## config.mk

```make
export PLATFORM = sky130hd
export DESIGN_NAME = iz_param_loader
export DESIGN_NICKNAME = d
export VERILOG_FILES = /design/src/rtl/iz_param_loader.sv
export SDC_FILE = /design/constraint.sdc
export NUM_CORES = 1
export LEC_CHECK = 0
export ABC_AREA = 1
export CORE_ASPECT_RATIO = 0.7
export CORE_MARGIN = 1.5
export CORE_UTILIZATION = 35
export CTS_CLUSTER_SIZE = 20
export DETAILED_ROUTE_END_ITERATION = 10
export HOLD_SLACK_MARGIN = 0.1
export PLACE_DENSITY = 0.65
export SETUP_SLACK_MARGIN = 0.2
export SLEW_MARGIN = 20
export SYNTH_ARGS = -nofsm -noshare
export SYNTH_HDL_FRONTEND = slang
export SYNTH_SLANG_ARGS = --single-unit
```

## constraint.sdc

```tcl
create_clock -name clk -period 1.6 [get_ports clk]
set_input_delay 0.4 -clock clk [delete_from_list [all_inputs] [get_ports clk]]
set_output_delay 0.4 -clock clk [all_outputs]
set_load 0.02 [all_outputs]
```

## src/rtl/iz_param_loader.sv

```systemverilog
// iz_param_loader
// Serial-to-parallel loader for the Izhikevich neuron parameters a, b, c, d.
// A 40-bit frame is sent MSB-first as a, b, c, d, chk while load_mode is high.
// The frame is committed atomically only if it is exactly 40 bits long and
// chk == a^b^c^d^CHK_SEED. A rejected frame leaves the committed set untouched.
//
// Ports:
//   clk           system clock
//   reset         synchronous, active-high reset (dominates enable)
//   enable        clock enable; when low all state holds, param_update drops
//   load_mode     frame gate, high while frame bits are presented
//   serial_data   frame bit, sampled on the rising clk edge
//   param_a..d    committed parameters (raw 8-bit values)
//   params_ready  sticky: a valid frame has been committed since reset
//   param_update  one-cycle pulse on each commit
//   load_err      result of the last completed frame (1 = rejected)
//   busy          high while the loader is not idle
module iz_param_loader #(
  parameter logic [7:0] DEF_A    = 8'h05,
  parameter logic [7:0] DEF_B    = 8'h33,
  parameter logic [7:0] DEF_C    = 8'hBF,
  parameter logic [7:0] DEF_D    = 8'h08,
  parameter logic [7:0] CHK_SEED = 8'hA5
) (
  input  logic       clk,
  input  logic       reset,
  input  logic       enable,
  input  logic       load_mode,
  input  logic       serial_data,
  output logic [7:0] param_a,
  output logic [7:0] param_b,
  output logic [7:0] param_c,
  output logic [7:0] param_d,
  output logic       params_ready,
  output logic       param_update,
  output logic       load_err,
  output logic       busy
);

  typedef enum logic [1:0] {
    IDLE  = 2'd0,
    SHIFT = 2'd1,
    CHECK = 2'd2
  } state_e;

  localparam logic [5:0] FRAME_LEN = 6'd40;

  // Expected checksum for the four data bytes held in a full frame.
  function automatic logic [7:0] frame_chk(input logic [39:0] sr);
    return sr[39:32] ^ sr[31:24] ^ sr[23:16] ^ sr[15:8] ^ CHK_SEED;
  endfunction

  state_e      state_q, state_d;
  logic [5:0]  count_q, count_d;
  logic        ovf_q, ovf_d;
  logic [39:0] sr_q, sr_d;
  logic [7:0]  pa_q, pa_d, pb_q, pb_d, pc_q, pc_d, pd_q, pd_d;
  logic        ready_q, ready_d;
  logic        upd_q, upd_d;
  logic        err_q, err_d;
  logic        busy_q, busy_d;
  logic        frame_ok_s;

  // Overlong frames set ovf_q, so a saturated count of 40 alone is not enough.
  assign frame_ok_s = (count_q == FRAME_LEN) && !ovf_q &&
                      (sr_q[7:0] == frame_chk(sr_q));

  // Next-state and output logic for the frame FSM.
  always_comb begin
    state_d = state_q;
    count_d = count_q;
    ovf_d   = ovf_q;
    sr_d    = sr_q;
    pa_d    = pa_q;
    pb_d    = pb_q;
    pc_d    = pc_q;
    pd_d    = pd_q;
    ready_d = ready_q;
    err_d   = err_q;
    upd_d   = 1'b0;
    busy_d  = busy_q;
    if (enable) begin
      case (state_q)
        IDLE: begin
          if (load_mode) begin
            sr_d    = {sr_q[38:0], serial_data};
            count_d = 6'd1;
            ovf_d   = 1'b0;
            state_d = SHIFT;
          end else begin
            state_d = IDLE;
          end
        end
        SHIFT: begin
          if (load_mode) begin
            if (count_q < FRAME_LEN) begin
              sr_d    = {sr_q[38:0], serial_data};
              count_d = count_q + 6'd1;
            end else begin
              // Extra bits are not shifted; they only mark the frame bad.
              ovf_d = 1'b1;
            end
          end else begin
            state_d = CHECK;
          end
        end
        CHECK: begin
          // load_mode is ignored here; a new frame must start from IDLE.
          state_d = IDLE;
          if (frame_ok_s) begin
            pa_d    = sr_q[39:32];
            pb_d    = sr_q[31:24];
            pc_d    = sr_q[23:16];
            pd_d    = sr_q[15:8];
            ready_d = 1'b1;
            err_d   = 1'b0;
            upd_d   = 1'b1;
          end else begin
            err_d = 1'b1;
          end
        end
        default: begin
          state_d = IDLE;
        end
      endcase
      busy_d = (state_d != IDLE);
    end else begin
      busy_d = busy_q;
    end
  end

  // State and output registers with synchronous reset to the defaults.
  always_ff @(posedge clk) begin
    if (reset) begin
      state_q <= IDLE;
      count_q <= 6'd0;
      ovf_q   <= 1'b0;
      sr_q    <= 40'd0;
      pa_q    <= DEF_A;
      pb_q    <= DEF_B;
      pc_q    <= DEF_C;
      pd_q    <= DEF_D;
      ready_q <= 1'b0;
      upd_q   <= 1'b0;
      err_q   <= 1'b0;
      busy_q  <= 1'b0;
    end else begin
      state_q <= state_d;
      count_q <= count_d;
      ovf_q   <= ovf_d;
      sr_q    <= sr_d;
      pa_q    <= pa_d;
      pb_q    <= pb_d;
      pc_q    <= pc_d;
      pd_q    <= pd_d;
      ready_q <= ready_d;
      upd_q   <= upd_d;
      err_q   <= err_d;
      busy_q  <= busy_d;
    end
  end

  assign param_a      = pa_q;
  assign param_b      = pb_q;
  assign param_c      = pc_q;
  assign param_d      = pd_q;
  assign params_ready = ready_q;
  assign param_update = upd_q;
  assign load_err     = err_q;
  assign busy         = busy_q;

endmodule

```

==> results of run 1 <==
-- cell families (layout without fill, tap and decap cells) --
family | Yosys count | in the layout | share of synthesized area, %
AO/OA/AOI/OAI | 89 | 89 | 12.2
XOR/XNOR | 12 | 12 | 2.83
adder cells (fa/ha/maj) | 2 | 2 | 0.674
flip-flops | 85 | 85 | 45.8
AND/OR/NAND/NOR | 251 | 255 | 30.0
buffers and inverters | 78 | 209 | 8.43
-- layer usage --
layer | share of wire, % | up-vias | wire [um] | global-route usage, %
met5 | 0 | - | 0 | 0
met3 | 5.5 | 19 | 641 | 4.55
met1 | 44 | 1903 | 5200 | 26.4
li1 | - | 1936 | - | -
met2 | 48 | 103 | 5660 | 34.9
met4 | 1.7 | 0 | 197 | 5.64
-- sequential cells by signal (all words and copies together) (netlist names) --
| signal | flops |
|---|---|
| param_update | 1 |
| param_a | 8 |
| busy | 1 |
| count_q | 6 |
| ovf_q | 1 |
| state_q | 2 |
| sr_q | 40 |
| param_c | 8 |
| param_b | 8 |
| params_ready | 1 |
| load_err | 1 |
| param_d | 8 |
-- path summary, 6_finish.rpt --
path | slack (ps) | cells after the start | to | from
max | -160 | 11 | param_d[6]$_SDFFE_PP0P_ | count_q[0]$_SDFFE_PP0P_
min | 460 | 2 | param_c[5]$_SDFFE_PP1P_ | param_c[5]$_SDFFE_PP1P_
max reg2reg | -160 | 11 | param_d[6]$_SDFFE_PP0P_ | count_q[0]$_SDFFE_PP0P_
min reg2reg | 460 | 2 | param_c[5]$_SDFFE_PP1P_ | param_c[5]$_SDFFE_PP1P_
-- repair_timing --
action / in CTS / in global routing
setup buffers: 19 / 3
gates resized for setup: 214 / 123
endpoints found under the setup margin: 117 / 110
hold endpoints to repair: 0 / 0
pin swaps: 26 / 33
cloned: 10 / 1
-- critical path, cell delays in order, from the launching register on --
cell and delay [ps]:
sky130_fd_sc_hd__dfxtp_2 330, sky130_fd_sc_hd__inv_2 70, sky130_fd_sc_hd__ha_4 140, sky130_fd_sc_hd__nand2_4 50, sky130_fd_sc_hd__nor3_4 210, sky130_fd_sc_hd__nand2_2 90
sky130_fd_sc_hd__nor2_4 150, sky130_fd_sc_hd__nand4_4 150, sky130_fd_sc_hd__buf_6 170, sky130_fd_sc_hd__nor2_4 190, sky130_fd_sc_hd__nand2_1 90, sky130_fd_sc_hd__nand2_1 60
-- stage by stage --
step / instances / setup TNS, ps / util, % / total power [uW] / hold WS, ps
global route: 784 / -8050 / 56.7 / 5370 / 494
floorplan: 517 / 0 / - / 2700 / 438
detailed placement: 736 / -40210 / 45.9 / 2970 / 447
finish: 784 / -3830 / 56.7 / 5170 / 459
CTS: 780 / -1420 / 54.9 / 5070 / 462
global placement: 736 / -39110 / 45.9 / 2960 / 445
-- power breakdown --
group | switching, uW | internal [uW] | total (uW) | leakage (uW)
clock network | 858 | 1040 | 1890 | 0.000132
registers | 89.5 | 2190 | 2280 | 0.000711
logic | 551 | 440 | 991 | 0.00182
total | 1500 | 3670 | 5170 | 0.00266
-- synthesized netlist by cell type, drive strengths merged --
cell,count,share of area (%)
buf,12,1.8
a31oi,3,0.51
nand3b,1,0.20
clkinv,1,0.10
nor2,35,4.7
xnor2,6,1.4
a21oi,41,5.5
nand4,2,0.74
xor2,6,1.4
a211oi,1,0.20
clkbuf,11,1.1
nand3,61,8.2
nor3b,2,0.54
o21a,1,0.20
nor3,6,1.1
inv,54,5.5
ha,2,0.67
dfxtp,85,46
nand2,144,15
o21ai,43,5.8
-- layout make-up --
class,count,area [um2]
fillers,901,4470
multi-input cells,358,2220
flip-flops and latches,85,1770
repair buffers,139,1210
clock buffers,10,229
inverters,55,226
well taps,132,165
clock inverters,5,28.8
==> summary.md, run 1 <==
### Status
- finished with violations — run status
- negative setup slack — violations in the final reports

### Floorplan
- 36.0% — initial cell density of the core
- 41 — number of top-level pins
- 0.0112 mm2 — die area
- 0.0103 mm2 — core region area
- 89.2 um — Die H
- 31 — row count
- 126 um — floorplan die width

### Power and ir drop
- 883 mW/mm2 — power density over the cells
- 0.552 mV — maximum vdd drop
- 0.00266 uW — leakage power total

### CTS
- built — TritonCTS clock tree
- 2 — buffer levels on the longest clock path
- 3 — H-tree levels
- 60 ps — clock-pin transition on the worst setup and hold timing paths
- 85 — Num Clock Sinks
- 340 ps — clock latency at the later pin of the worst-skew pair
- sky130_fd_sc_hd__clkbuf_16 — clock tree root buffer cell
- 0 — CTS Hold Bufs
- 9 — CTS Buf Count

### Flow run
- 0 — max-cap check violation count

### Place
- 40 — Port Buffer Count
- -731 ps — post-placement worst setup slack
- 6.58 mm — post-detail-place hpwl
- 0.850 — Placer Congestion
- 0.00473 mm2 — Placed Area

### Synthesis
- 0.00371 mm2 — Syn Std Cell Area
- 85 — number of synthesized register bits
- 7.18 um2 — mean cell area of the mapped netlist
- 29 — count of different cell masters after synthesis
- 0 — count of yosys warnings during synthesis
- 45.8% — sequential cell area fraction in the yosys report
- 517 — cells after synthesis
- 524 — Net Count, Synth

### STA
- 4.26 ps — maximum clock skew at final layout
- -162 ps — setup slack after layout
- 0 — Final Hold Viols
- true — setup repair after global routing missed its margin
- 34 — count of endpoints failing setup in the final report
- 1760 ps — post-layout minimum cycle time
- 0 — final-report max-slew violation count
- 79.1% — worst rel slew slack
- 110% — post-route fraction of the period consumed by the critical path
- 567 MHz — Max Freq
- 313 ps — slew at the pin closest to its max-slew limit

### Critical path
- 2050 ps — Arrival @ worst endpoint
- reg -> reg — Setup Crit Path Kind
- register — Critical Path End Type
- 1890 ps — worst path required time
- 5 — crit-path max FO
- register — element type at the critical path start

### Drt
- 14.9 um — routed len/inst
- 0 — number of routed nets with antenna violations
- 3,961 — via total after detailed routing
- 0 — remaining routing DRC violations
- 7 — number of iterations in the first detailed-routing pass
- 5.05 — via density per instance
- 267 — First DRT Iteration DRCs
- 11.7 mm — Final Routed Wirelength

### Finish
- 101 x sky130_fd_sc_hd__nand2_1, 75 x sky130_fd_sc_hd__buf_4, 46 x sky130_fd_sc_hd__dfxtp_1 — highest-count cells in the layout ignoring fill and taps
- 49.5% — fraction of layout instances using a drive strength above 1
- sky130_fd_sc_hd__nand2_1 — most frequent standard cell in the layout excluding fill and tap cells
- 0 — ant diodes
- 57.6% — Layout area overhead
- 0.00585 mm2 — finished layout cell area
- 655 — number of nets in the layout

### Min path
- reg -> reg — worst min-delay path class

### Global routing
- 20.4% — global router's overall resource usage
- 17.9 mm — global-route wire length before repair
- 0 — initial antenna violation count
- 0 — GRT Residual Overflow
- 3,745 — via count of the first global-routing pass
- 71 — largest net degree at the start of global routing

Power figures use the tool's default switching activity.
==> run 2: changes to the inputs <==
CAP_MARGIN = 10   (was default)
CORE_MARGIN = 2   (was 1.5)
RECOVER_POWER = 100   (was default)
==> run 2 against run 1 <==
- sequential share of layout area decreased by 3.2 points
- clock skew increased by 3.1 ps
- fmax decreased by 4.6%
- total power increased by 13%
- clock power increased by 21%
- flip-flop and latch count unchanged
- clock-buffer cell count unchanged
- combinational power increased by 26%
- non-clock buffer count increased by 12
- global-route usage increased by 2.2 points
- the flow still finishes with violations (negative setup slack)
- critical path type unchanged
- sequential power about the same
- largest power group unchanged
==> summary.md, run 2 (synthesis gave the netlist of run 1 again) <==
### STA
- 462 ps — Hold Slack
- 72.3% — worst rel slew slack
- true — setup repair after global routing missed its margin
- 115% — post-route fraction of the period consumed by the critical path
- 0 — final-report max-slew violation count
- 1850 ps — post-layout minimum cycle time
- 541 MHz — Max Freq
- -6850 ps — Fin Setup TNS
- 7.35 ps — maximum clock skew at final layout
- 0 — Final Hold Viols
- 52 — count of endpoints failing setup in the final report
- 415 ps — slew at the pin closest to its max-slew limit
- -247 ps — setup slack after layout

### CTS
- built — TritonCTS clock tree
- 2 — buffer levels on the longest clock path
- 60 ps — clock-pin transition on the worst setup and hold timing paths
- sky130_fd_sc_hd__clkbuf_16 — clock tree root buffer cell
- 9 — CTS Buf Count
- 3 — H-tree levels
- 0 — CTS Hold Bufs
- 350 ps — clock latency at the later pin of the worst-skew pair
- 85 — Num Clock Sinks

### Finish
- 0.00178 mm2 — total area of sequential cells
- 734 — filler cell count
- sr_q — register containing the most flip-flops in the final layout
- 0 — ant diodes
- 0.00657 mm2 — finished layout cell area
- 0.00261 mm2 — multi-input combinational cell area
- 58.3% — fraction of layout instances using a drive strength above 1
- 76.8% — Layout area overhead
- 669 — number of nets in the layout
- 40 — number of flip-flops under the largest register name
- sky130_fd_sc_hd__nand2_1 — most frequent standard cell in the layout excluding fill and tap cells
- 76 x sky130_fd_sc_hd__nand2_1, 71 x sky130_fd_sc_hd__buf_4, 62 x sky130_fd_sc_hd__nand2_2 — highest-count cells in the layout ignoring fill and taps

### Critical path
- register — Critical Path End Type
- sr_q[30]$_SDFFE_PP0P_ — launch instance of the worst register-to-register path
- register — element type at the critical path start
- 1840 ps — worst path required time
- 2080 ps — Arrival @ worst endpoint
- -250 ps — worst reg-to-reg setup slack
- 5 — crit-path max FO
- reg -> reg — Setup Crit Path Kind
- param_a[5]$_SDFFE_PP0P_ — Crit Reg-Reg Endpoint
- 10 — cells on worst reg2reg path

### Drt
- 18.6 um — routed len/inst
- 0 — remaining routing DRC violations
- 14.9 mm — Final Routed Wirelength
- 0 — number of routed nets with antenna violations
- 287 — First DRT Iteration DRCs
- 5.37 — via density per instance
- 4 — number of iterations in the first detailed-routing pass
- 4,293 — via total after detailed routing

### Place
- -530 ps — post-placement worst setup slack
- 0.829 — Placer Congestion
- 40 — Port Buffer Count
- 0.00472 mm2 — Placed Area
- 6.73 mm — post-detail-place hpwl

### Global routing
- 0 — GRT Residual Overflow
- 22.6% — global router's overall resource usage
- 55 — largest net degree at the start of global routing
- 0 — initial antenna violation count
- 4,112 — via count of the first global-routing pass
- 20.4 mm — global-route wire length before repair

### Flow run
- 0 — max-cap check violation count

### Min path
- 2 — WHS Path Cells
- param_d[6]$_SDFFE_PP0P_ — Hold EP
- reg -> reg — worst min-delay path class
- param_d[6]$_SDFFE_PP0P_ — critical hold path startpoint

### Floorplan
- 0.0115 mm2 — die area
- 31 — row count
- 41 — number of top-level pins
- 0.0103 mm2 — core region area
- 90.2 um — Die H
- 36.0% — initial cell density of the core
- 127 um — floorplan die width

### Power and ir drop
- 0.606 mV — maximum vdd drop
- 5820 uW — total power after layout
- 0.00276 uW — leakage power total
- 887 mW/mm2 — power density over the cells

### Status
- negative setup slack — violations in the final reports
- finished with violations — run status

[run 2: how the worst max path moves through the flow]
| stage | slack [ps] | end | start |
|---|---|---|---|
| CTS | -100 | param_d[5]$_SDFFE_PP0P_ | sr_q[31]$_SDFFE_PP0P_ |
| global placement | -490 | param_a[2]$_SDFFE_PP1P_ | enable |
| floorplan | 110 | param_b[0]$_SDFFE_PP1P_ | sr_q[22]$_SDFFE_PP0P_ |
| finish | -250 | param_a[5]$_SDFFE_PP0P_ | sr_q[30]$_SDFFE_PP0P_ |
| detailed placement | -530 | param_a[2]$_SDFFE_PP1P_ | enable |
| global route | -290 | param_a[3]$_SDFFE_PP0P_ | sr_q[30]$_SDFFE_PP0P_ |
[run 2: area by class of cell]
type,instances,share of cell area [%]
Clock inverter,6,1.28
Clock buffer,10,3.64
Multi-Input combinational cell,357,39.8
Sequential cell,85,27.1
Tap cell,132,2.52
Timing Repair inverter,3,0.743
Timing Repair Buffer,151,21.5
Inverter,55,3.47
[run 2: worst max-delay path: stages (launching register included)]
cell and delay, ps:
sky130_fd_sc_hd__dfxtp_2 360, sky130_fd_sc_hd__xnor2_1 230, sky130_fd_sc_hd__nand2_1 140, sky130_fd_sc_hd__nand3_1 130, sky130_fd_sc_hd__nand2_2 100, sky130_fd_sc_hd__nor2_4 150, sky130_fd_sc_hd__nand4_4 160, sky130_fd_sc_hd__buf_12 200
sky130_fd_sc_hd__clkbuf_16 160, sky130_fd_sc_hd__nand3_2 50, sky130_fd_sc_hd__nand2_1 60
[run 2: layer usage]
metal / GRT usage, % / wire (um)
met1: 28.3 / 5990
met2: 36.6 / 7550
met3: 6.43 / 861
met4: 9.16 / 497
met5: 0 / 0
[run 2: power by group]
part	switching (uW)	internal [uW]	total, uW
registers	96.3	2190	2290
clock network	882	1410	2290
logic	711	535	1250
total	1690	4130	5820
[run 2: what timing repair did]
action | 4_1_cts | 5_1_grt
endpoints found under the setup margin | 117 | 108
resized for setup | 235 | 250
setup buffers | 22 | 9
gates cloned | 12 | 4
pin swaps | 41 | 59
[run 2: through the flow]
stage | util (%) | std cells
finish | 63.6 | 799
global route | 63.6 | 799
detailed placement | 45.7 | 736
global placement | 45.7 | 736
floorplan | - | 517
CTS | 57.9 | 786
